File: config.mk
export PLATFORM = sky130hd
export DESIGN_NAME = mul_share_arb
export DESIGN_NICKNAME = d
export VERILOG_FILES = /design/src/rtl/mul_share_arb.sv
export SDC_FILE = /design/constraint.sdc
export NUM_CORES = 1
export LEC_CHECK = 0
export BUFFER_PORTS_ARGS = -buffer_cell sky130_fd_sc_hd__buf_2
export CAP_MARGIN = 20
export CORE_MARGIN = 4
export CORE_UTILIZATION = 50
export CTS_BUF_LIST = sky130_fd_sc_hd__clkbuf_2 sky130_fd_sc_hd__clkbuf_4 sky130_fd_sc_hd__clkbuf_8
export CTS_CLUSTER_SIZE = 25
export DETAILED_ROUTE_END_ITERATION = 10
export HOLD_SLACK_MARGIN = 0.06
export PLACE_DENSITY = 0.69
export SYNTH_ARGS = -nofsm -noshare
export SYNTH_HDL_FRONTEND = slang
export SYNTH_SLANG_ARGS = --single-unit
File: constraint.sdc
create_clock -name clk -period 14.9 [get_ports clk]
set_input_delay 0 -clock clk [delete_from_list [all_inputs] [get_ports clk]]
set_output_delay 0 -clock clk [all_outputs]
set_load 0.03 [all_outputs]
File: src/rtl/mul_share_arb.sv
// Round-robin front end that lets two requesters share one 16x16 signed multiplier.
// Operands are registered ahead of the multiplier; products land in per-channel result buffers.

package mul_share_arb_pkg;
   localparam int unsigned OP_W   = 16;
   localparam int unsigned PROD_W = 32;
   localparam int unsigned N_CH   = 2;

   typedef struct packed {
      logic [OP_W-1:0] a;
      logic [OP_W-1:0] b;
   } operands_t;

   typedef enum logic [1:0] {
      CH_IDLE     = 2'd0,
      CH_INFLIGHT = 2'd1,
      CH_DONE     = 2'd2
   } ch_state_t;
endpackage

module mul_tc_16_16
   import mul_share_arb_pkg::*;
(
   input  logic [OP_W-1:0]   a,
   input  logic [OP_W-1:0]   b,
   output logic [PROD_W-1:0] product
);
   localparam int unsigned N_PP = OP_W / 2;

   logic [OP_W:0]     b_ext;
   logic [PROD_W-1:0] a_ext;
   logic [PROD_W-1:0] pp_raw;
   logic [PROD_W-1:0] pp [N_PP];
   logic [PROD_W-1:0] sum_v, carry_v, sum_n, carry_n;

   // Radix-4 Booth recoding: one partial product per overlapping triplet of b.
   always_comb begin
      b_ext  = {b, 1'b0};
      a_ext  = PROD_W'($signed(a));
      pp_raw = '0;
      for (int unsigned i = 0; i < N_PP; i++) begin
         unique case (b_ext[2*i +: 3])
            3'b001, 3'b010: pp_raw = a_ext;
            3'b011:         pp_raw = a_ext << 1;
            3'b100:         pp_raw = -(a_ext << 1);
            3'b101, 3'b110: pp_raw = -a_ext;
            default:        pp_raw = '0;
         endcase
         pp[i] = pp_raw << (2*i);
      end
   end

   // Carry-save accumulation of the partial products, one final carry-propagate add.
   always_comb begin
      sum_v   = '0;
      carry_v = '0;
      sum_n   = '0;
      carry_n = '0;
      for (int unsigned i = 0; i < N_PP; i++) begin
         sum_n   = sum_v ^ carry_v ^ pp[i];
         carry_n = ((sum_v & carry_v) | (sum_v & pp[i]) | (carry_v & pp[i])) << 1;
         sum_v   = sum_n;
         carry_v = carry_n;
      end
      product = sum_v + carry_v;
   end
endmodule

module mul_share_arb
   import mul_share_arb_pkg::*;
#(
   parameter logic RR_INIT = 1'b1
) (
   input  logic              clk,
   input  logic              rst,
   input  logic              req0_valid,
   output logic              req0_ready,
   input  logic [OP_W-1:0]   req0_a,
   input  logic [OP_W-1:0]   req0_b,
   output logic              rsp0_valid,
   input  logic              rsp0_ready,
   output logic [PROD_W-1:0] rsp0_product,
   input  logic              req1_valid,
   output logic              req1_ready,
   input  logic [OP_W-1:0]   req1_a,
   input  logic [OP_W-1:0]   req1_b,
   output logic              rsp1_valid,
   input  logic              rsp1_ready,
   output logic [PROD_W-1:0] rsp1_product,
   output logic              busy
);
   logic [N_CH-1:0]              req_valid, rsp_ready, elig, grant;
   operands_t                    req_op [N_CH];
   ch_state_t                    st_q [N_CH];
   ch_state_t                    st_d [N_CH];
   logic [N_CH-1:0]              rsp_valid_q, rsp_valid_d;
   logic [N_CH-1:0][PROD_W-1:0]  rsp_prod_q, rsp_prod_d;
   logic                         last_q, last_d;
   logic                         s_valid_q, s_valid_d;
   logic                         s_ch_q, s_ch_d;
   operands_t                    s_op_q, s_op_d;
   logic [PROD_W-1:0]            mul_p;

   mul_tc_16_16 u_mul (
      .a       (s_op_q.a),
      .b       (s_op_q.b),
      .product (mul_p)
   );

   // Eligibility and round-robin grant; last_q names the channel granted most recently.
   always_comb begin
      req_valid = {req1_valid, req0_valid};
      rsp_ready = {rsp1_ready, rsp0_ready};
      req_op[0] = {req0_a, req0_b};
      req_op[1] = {req1_a, req1_b};
      elig      = '0;
      grant     = '0;
      for (int unsigned c = 0; c < N_CH; c++) begin
         elig[c] = (st_q[c] == CH_IDLE) && req_valid[c];
      end
      grant[0] = elig[0] && (!elig[1] || last_q);
      grant[1] = elig[1] && (!elig[0] || !last_q);
   end

   // Next-state for operand stage, result buffers and per-channel FSMs.
   always_comb begin
      last_d      = last_q;
      s_valid_d   = |grant;
      s_ch_d      = s_ch_q;
      s_op_d      = s_op_q;
      rsp_valid_d = rsp_valid_q;
      rsp_prod_d  = rsp_prod_q;
      for (int unsigned c = 0; c < N_CH; c++) begin
         st_d[c] = st_q[c];
      end

      if (|grant) begin
         last_d = grant[1];
         s_ch_d = grant[1];
         s_op_d = grant[1] ? req_op[1] : req_op[0];
      end

      if (s_valid_q) begin
         rsp_prod_d[s_ch_q] = mul_p;
      end

      for (int unsigned c = 0; c < N_CH; c++) begin
         unique case (st_q[c])
            CH_IDLE: begin
               if (grant[c]) st_d[c] = CH_INFLIGHT;
            end
            CH_INFLIGHT: begin
               st_d[c]        = CH_DONE;
               rsp_valid_d[c] = 1'b1;
            end
            CH_DONE: begin
               if (rsp_ready[c]) begin
                  st_d[c]        = CH_IDLE;
                  rsp_valid_d[c] = 1'b0;
               end
            end
            default: begin
               st_d[c]        = CH_IDLE;
               rsp_valid_d[c] = 1'b0;
            end
         endcase
      end
   end

   always_ff @(posedge clk or posedge rst) begin
      if (rst) begin
         for (int unsigned c = 0; c < N_CH; c++) begin
            st_q[c] <= CH_IDLE;
         end
         rsp_valid_q <= '0;
         rsp_prod_q  <= '0;
         last_q      <= RR_INIT;
         s_valid_q   <= 1'b0;
         s_ch_q      <= 1'b0;
         s_op_q      <= '0;
      end else begin
         for (int unsigned c = 0; c < N_CH; c++) begin
            st_q[c] <= st_d[c];
         end
         rsp_valid_q <= rsp_valid_d;
         rsp_prod_q  <= rsp_prod_d;
         last_q      <= last_d;
         s_valid_q   <= s_valid_d;
         s_ch_q      <= s_ch_d;
         s_op_q      <= s_op_d;
      end
   end

   assign req0_ready   = grant[0];
   assign req1_ready   = grant[1];
   assign rsp0_valid   = rsp_valid_q[0];
   assign rsp1_valid   = rsp_valid_q[1];
   assign rsp0_product = rsp_prod_q[0];
   assign rsp1_product = rsp_prod_q[1];
   assign busy         = s_valid_q;
endmodule

==> impl_results.md, run 1 <==
* Input/output buffers at around 140
* CTS sink count at around 110
* Worst-path fanout max at 19
* Total Nets Final at 2204
* Layout cells sized above 1 at about an eighth
* DRC at 0
* Status: complete, no violations
* Number of max-cap violations at 0
* Avg Synthesized Cell Area at between 8 and 9 um2
* Yosys cell types at 71
* Min cycle time layout at a little under 10 ns
* # rows at just over 60
* Most common cell on crit path: fa_1
* Min-delay worst type: in -> async
* Vias in the first global route at ~14000
* Layout area overhead at 12.1%
* Slowest CP cell: or3_1
* Fin Setup TNS at 0 ns
* Initial antenna violation count at 0
* Post-synth top cells: nand2_1 (258), o21ai_0 (169), nor2_1 (144)
* Crit-path max cell delay at roughly 0.68 ns
* Clock Path Buffers at 2
* Worst EP required at roughly 15 ns
* Routed WL at 51.8 mm
* RSZ-0062 raised after global routing: no
* Final Wtd Congestion at between 1 and 1.5
* Synth Warn # at 0
* Diodes inserted at 0
* Slew margin rel. at 20.7%
* Post-synth EDFFs at 0
* FF+latch count, synth at ~110
* Worst Max-Slew Pin Slew at approximately 1.2 ns
* Tot GR Track Use at between 30% and 40%
* Top post-synthesis cells by area: fa_1 (18%), dfrtp_1 (18%), nand2_1 (6.6%)
* Initial DRC count at between 1500 and 2000
* DR pass1 iterations at 8
* Routed Antenna Nets at 0
* Via Count at about 15000
* Via/cell ratio at between 6 and 7
* CP Launch Type: flip-flop
* Most frequent cell after synthesis: nand2_1
* Synth area leader: fa_1
* CORE AREA at roughly 29000 um2
* Root buffer cell: clkbuf_8
* Die ar. at 32300 um2
* Mapped cell area at between 10000 and 15000 um2
* Syn Inst Count at between 1500 and 2000
* Starting Density at between 50% and 60%
* Clk_lat worst skew at 0.41 ns
* Largest net degree at the start of global routing at 70
* # H-tree levels at 3
* Setup violators final at 0
* CTS tree: done
* Tcrit/Tclk final at 66.3%
* Setup crit end kind: flip-flop
* Mapped Nets at around 2100
* Die Wd at approximately 180 um
* Primary FF master, synth: dfrtp_1
* Sequential fraction of the synthesis area at 17.8%
* Final hold violations at 0
* Total CTS buffers at 9
* Total grt overflow at 0
* First-pass GRT wire length at approximately 82 mm
* Fmax achieved at ~100 MHz
* CP arrival at 10.14 ns
* Clock Pin Slew Worst Setup and Hold Paths at about 0.12 ns
* Synth top area share at 18.1%
* Async SR Flop Fraction at 100%
* # IOs at ~140
* DPL Wire Length at roughly 40 mm
* Slew Limit Fails at 0
* WS Path Type: reg -> reg
* Post-Route Skew at approximately 0.018 ns
* Die H at approximately 180 um
* Routed WL per cell at between 20 and 25 um
## cell usage in the layout (no fill, tap or decap), types with 6 or more instances in the layout
master and count:
a21o_1 29, o221ai_1 11, a221oi_1 43, xnor2_1 70
or3_1 7, a221o_1 29, and2_1 9, o32ai_1 6
o21a_1 9, o22ai_1 34, mux2i_1 16, buf_4 41
buf_2 138, a2bb2oi_1 8, nand2_1 257, a31oi_1 23
a21oi_1 105, mux2_2 23, o211ai_1 11, inv_1 119
clkbuf_8 9, a311oi_1 6, o21ai_0 169, nor2_1 143
ha_1 74, nand2b_1 11, dfrtp_1 104, fa_1 133
nand3_1 14, nor3_1 17, a22oi_1 64, nor2b_1 17
xor2_1 35, dlygate4sd3_1 70
## worst paths after layout
| path | from | end | slack, ns | depth (start not counted) |
|---|---|---|---|---|
| worst max-delay path | s_op_q[16] | rsp1_product[31] | 5.02 | 29 |
| worst min-delay path | rst | rsp_valid_q[0] | 0.14 | 3 |
| worst max register to register | s_op_q[16] | rsp1_product[31] | 5.02 | 29 |
| worst min register to register | rsp0_product[19] | rsp0_product[19] | 0.48 | 2 |
| max in group asynchronous | rst | rsp0_product[26] | 13.49 | 4 |
| min in group clk | req1_b[12] | s_op_q[12] | 0.33 | 4 |
## routing by layer
metal | wire (um) | global-route usage, %
met1 | 21400 | 44.1
met2 | 23100 | 49.2
met3 | 4910 | 4.59
met4 | 2400 | 12.3
met5 | 0 | 0
## kinds of logic after synthesis
| kind of cell | share of synthesized area [%] |
|---|---|
| flops | 17.8 |
| xor+xnor | 6.39 |
| mux | 2.94 |
| compound gates | 26.2 |
| buf+inv | 7.50 |
| fa+ha+maj | 24.4 |
| simple gates | 14.8 |
## state kept, by name, indices dropped and copies added, names as in the netlist
| signal | count |
|---|---|
| s_op_q | 32 |
| last_q | 1 |
| rsp0_product | 32 |
| rsp_valid_q | 2 |
| rsp1_product | 32 |
| st_q | 4 |
| s_ch_q | 1 |
| busy | 1 |
## final cells by class
cell class / instances / area [um2]
fill: 2652 / 12300
clock inverter: 7 / 83.8
clock buffer: 9 / 124
inverter: 124 / 468
sequential: 105 / 2630
timing repair buffer: 249 / 1700
multi-input combinational: 1438 / 11000
tap: 384 / 480
## critical path: cells and delay by family, from the launching register on
| kind | cells | cell delay, ns |
|---|---|---|
| buffers and inverters | 4 | 0.65 |
| and+or+nand+nor | 7 | 2.55 |
| AOI/OAI and AO/OA | 7 | 1.59 |
| DFF | 1 | 0.62 |
| adders and majority gates | 9 | 3.98 |
| xor gates and xnor gates | 2 | 0.33 |
## through the flow
stage | setup WS [ns] | utilization (%) | hold slack [ns] | instances | cell area [um2]
after floorplan | 6.75 | - | 0.113 | 1828 | 14700
after global placement | 5.36 | 54.1 | 0.0438 | 2230 | 15600
after detailed placement | 5.08 | 54.1 | 0.0480 | 2230 | 15600
after CTS | 5.08 | 57.2 | 0.149 | 2316 | 16500
after global routing | 4.50 | 57.2 | 0.194 | 2316 | 16500
final | 5.02 | 57.2 | 0.136 | 2316 | 16500
## timing repair
action	4_1_cts	5_1_grt
hold endpoints to repair	75	0
gates resized for setup	0	0
hold buffers	70	0
setup buffers	0	0
Power of run 1 is left out: the tool's default activity adds up to more than one toggle a clock period on the data nets, which glitch-free logic cannot reach.
==> inputs of run 2 (changes only) <==
==> constraint.sdc (replaced) <==
create_clock -name clk -period 9.9 [get_ports clk]
set_input_delay 0 -clock clk [delete_from_list [all_inputs] [get_ports clk]]
set_output_delay 0 -clock clk [all_outputs]
set_load 0.03 [all_outputs]
==> run 2 against run 1 <==
  * Hold slack better by 0.017 ns
  * First-iteration DRC count increased by 9.3%
  * Via count rose by 1.8%
==> impl_results.md, run 2 (same netlist as run 1, synthesis figures left out) <==
* Input/output buffers at about 140
* DR pass1 iterations at 7
* RSZ-0062 raised after global routing: no
* Via Count at 14900
* Routed WL at ~54 mm
* Routed wl met2 at 24.3 mm
* Crit-path max cell delay at 0.61 ns
* Initial antenna violation count at 0
* Min cycle time layout at approximately 9 ns
* Tcrit/Tclk final at between 90% and 100%
* Tot GR Track Use at 32.6%
* Worst EP required at roughly 10 ns
* Routed WL per cell at between 20 and 25 um
* Setup crit end kind: flip-flop
* Root buffer cell: clkbuf_8
* Die H at approximately 180 um
* Vias in the first global route at about 14000
* CORE AREA at between 20000 and 30000 um2
* Slew Limit Fails at 0
* Post-Route Skew at 0.0217 ns
* Die Wd at 180 um
* Clk_lat worst skew at between 0.4 and 0.5 ns
* Fin Setup TNS at 0 ns
* Via/cell ratio at between 6 and 7
* Clock Pin Slew Worst Setup and Hold Paths at around 0.13 ns
* Die ar. at ~32000 um2
* Layout area overhead at 13.3%
* Number of max-cap violations at 0
* WS Path Type: reg -> reg
* Setup Buffers After CTS at 0
* Most frequent cells in the layout: nand2_1 (257), o21ai_0 (169), nor2_1 (143)
* Final hold violations at 0
* CTS sink count at ~110
* Initial DRC count at 1877
* Met1 WL at 22.1 mm
* Post-cts resize count at 0
* Layout cells sized above 1 at about 14%
* Worst Max-Slew Pin Slew at 1.14 ns
* Min-delay worst type: in -> async
* CP Launch Type: flip-flop
* First-pass GRT wire length at about 84 mm
* Routed Antenna Nets at 0
* # rows at 62
* Worst-path fanout max at 11
* Clock Path Buffers at 2
* Largest net degree at the start of global routing at slightly above 70
* Commonest non-fill, non-tap cell in the layout: nand2_1
* Top layer reached by signal wires: met4
* Starting Density at 51.1%
* Total CTS buffers at 9
* DRC at 0
* Slew margin rel. at a little under a quarter
* Status: complete, no violations
* Met3 WL at around 5.2 mm
* CP arrival at 9.26 ns
* # H-tree levels at 3
* Total Nets Final at 2225
* Total grt overflow at 0
* Most common cell on crit path: fa_1
* Setup violators final at 0
* Final Wtd Congestion at slightly above 1
* DPL Wire Length at approximately 41 mm
* Slowest CP cell: a2111oi_0
* WHS at 0.153 ns
* CTS tree: done
* Fmax achieved at around 110 MHz
* # IOs at 139
-- run 2: changes by cell type in the layout (fill, tap and decap cells not counted), sizes merged --
| cell | previous run | this run |
|---|---|---|
| buf | 179 | 200 |
| diode | 0 | 1 |
-- run 2: path summary, 6_finish.rpt --
path                                  start               end  slack [ns]  depth (start not counted)
min in group clk                  req1_a[9]        s_op_q[25]        0.33                          4
setup / recovery                 s_op_q[16]  rsp1_product[31]        0.90                         28
hold / removal                          rst    rsp_valid_q[0]        0.15                          3
max in group asynchronous               rst  rsp1_product[31]        8.46                          4
hold reg to reg            rsp0_product[25]  rsp0_product[25]        0.49                          2
setup reg to reg                 s_op_q[16]  rsp1_product[31]        0.90                         28
-- run 2: critical path, delay by kind of cell (launching register included) --
| kind | cells | cell delay [ns] |
|---|---|---|
| adder cells (fa/ha/maj) | 9 | 4.04 |
| AND/OR/NAND/NOR | 7 | 2.14 |
| AO/OA/AOI/OAI | 7 | 1.67 |
| flip-flops | 1 | 0.39 |
| buffers and inverters | 3 | 0.30 |
| XOR/XNOR | 2 | 0.30 |
-- run 2: area by class of cell --
cell class	instances	area [um2]
antenna	1	2.50
clock buffer	9	124
clock inverter	7	92.6
fill	2704	12200
inverter	124	468
multi-input combinational	1438	11000
sequential	105	2630
tap	384	480
timing repair buffer	270	1870
-- run 2: layer usage --
| metal | vias to the layer above | global-route usage, % |
|---|---|---|
| li1 | 6635 | - |
| met1 | 7145 | 46.1 |
| met2 | 953 | 52.0 |
| met3 | 139 | 4.24 |
| met4 | 0 | 11.5 |
| met5 | - | 0 |
-- run 2: through the flow --
| stage | std cells | util [%] | area (um2) | setup slack (ns) |
|---|---|---|---|---|
| after floorplan | 1828 | - | 14700 | 1.75 |
| after detailed placement | 2250 | 54.6 | 15800 | 0.998 |
| after global placement | 2250 | 54.6 | 15800 | 1.16 |
| final | 2338 | 57.9 | 16700 | 0.899 |
| after CTS | 2336 | 57.8 | 16700 | 0.986 |
| after global routing | 2337 | 57.9 | 16700 | 0.416 |
-- run 2: timing repair --
action                     in CTS  in global routing
hold buffers                   70                  0
hold endpoints to repair       74                  0
setup endpoints to repair       0                  0
Power of run 2 is left out for the same reason.
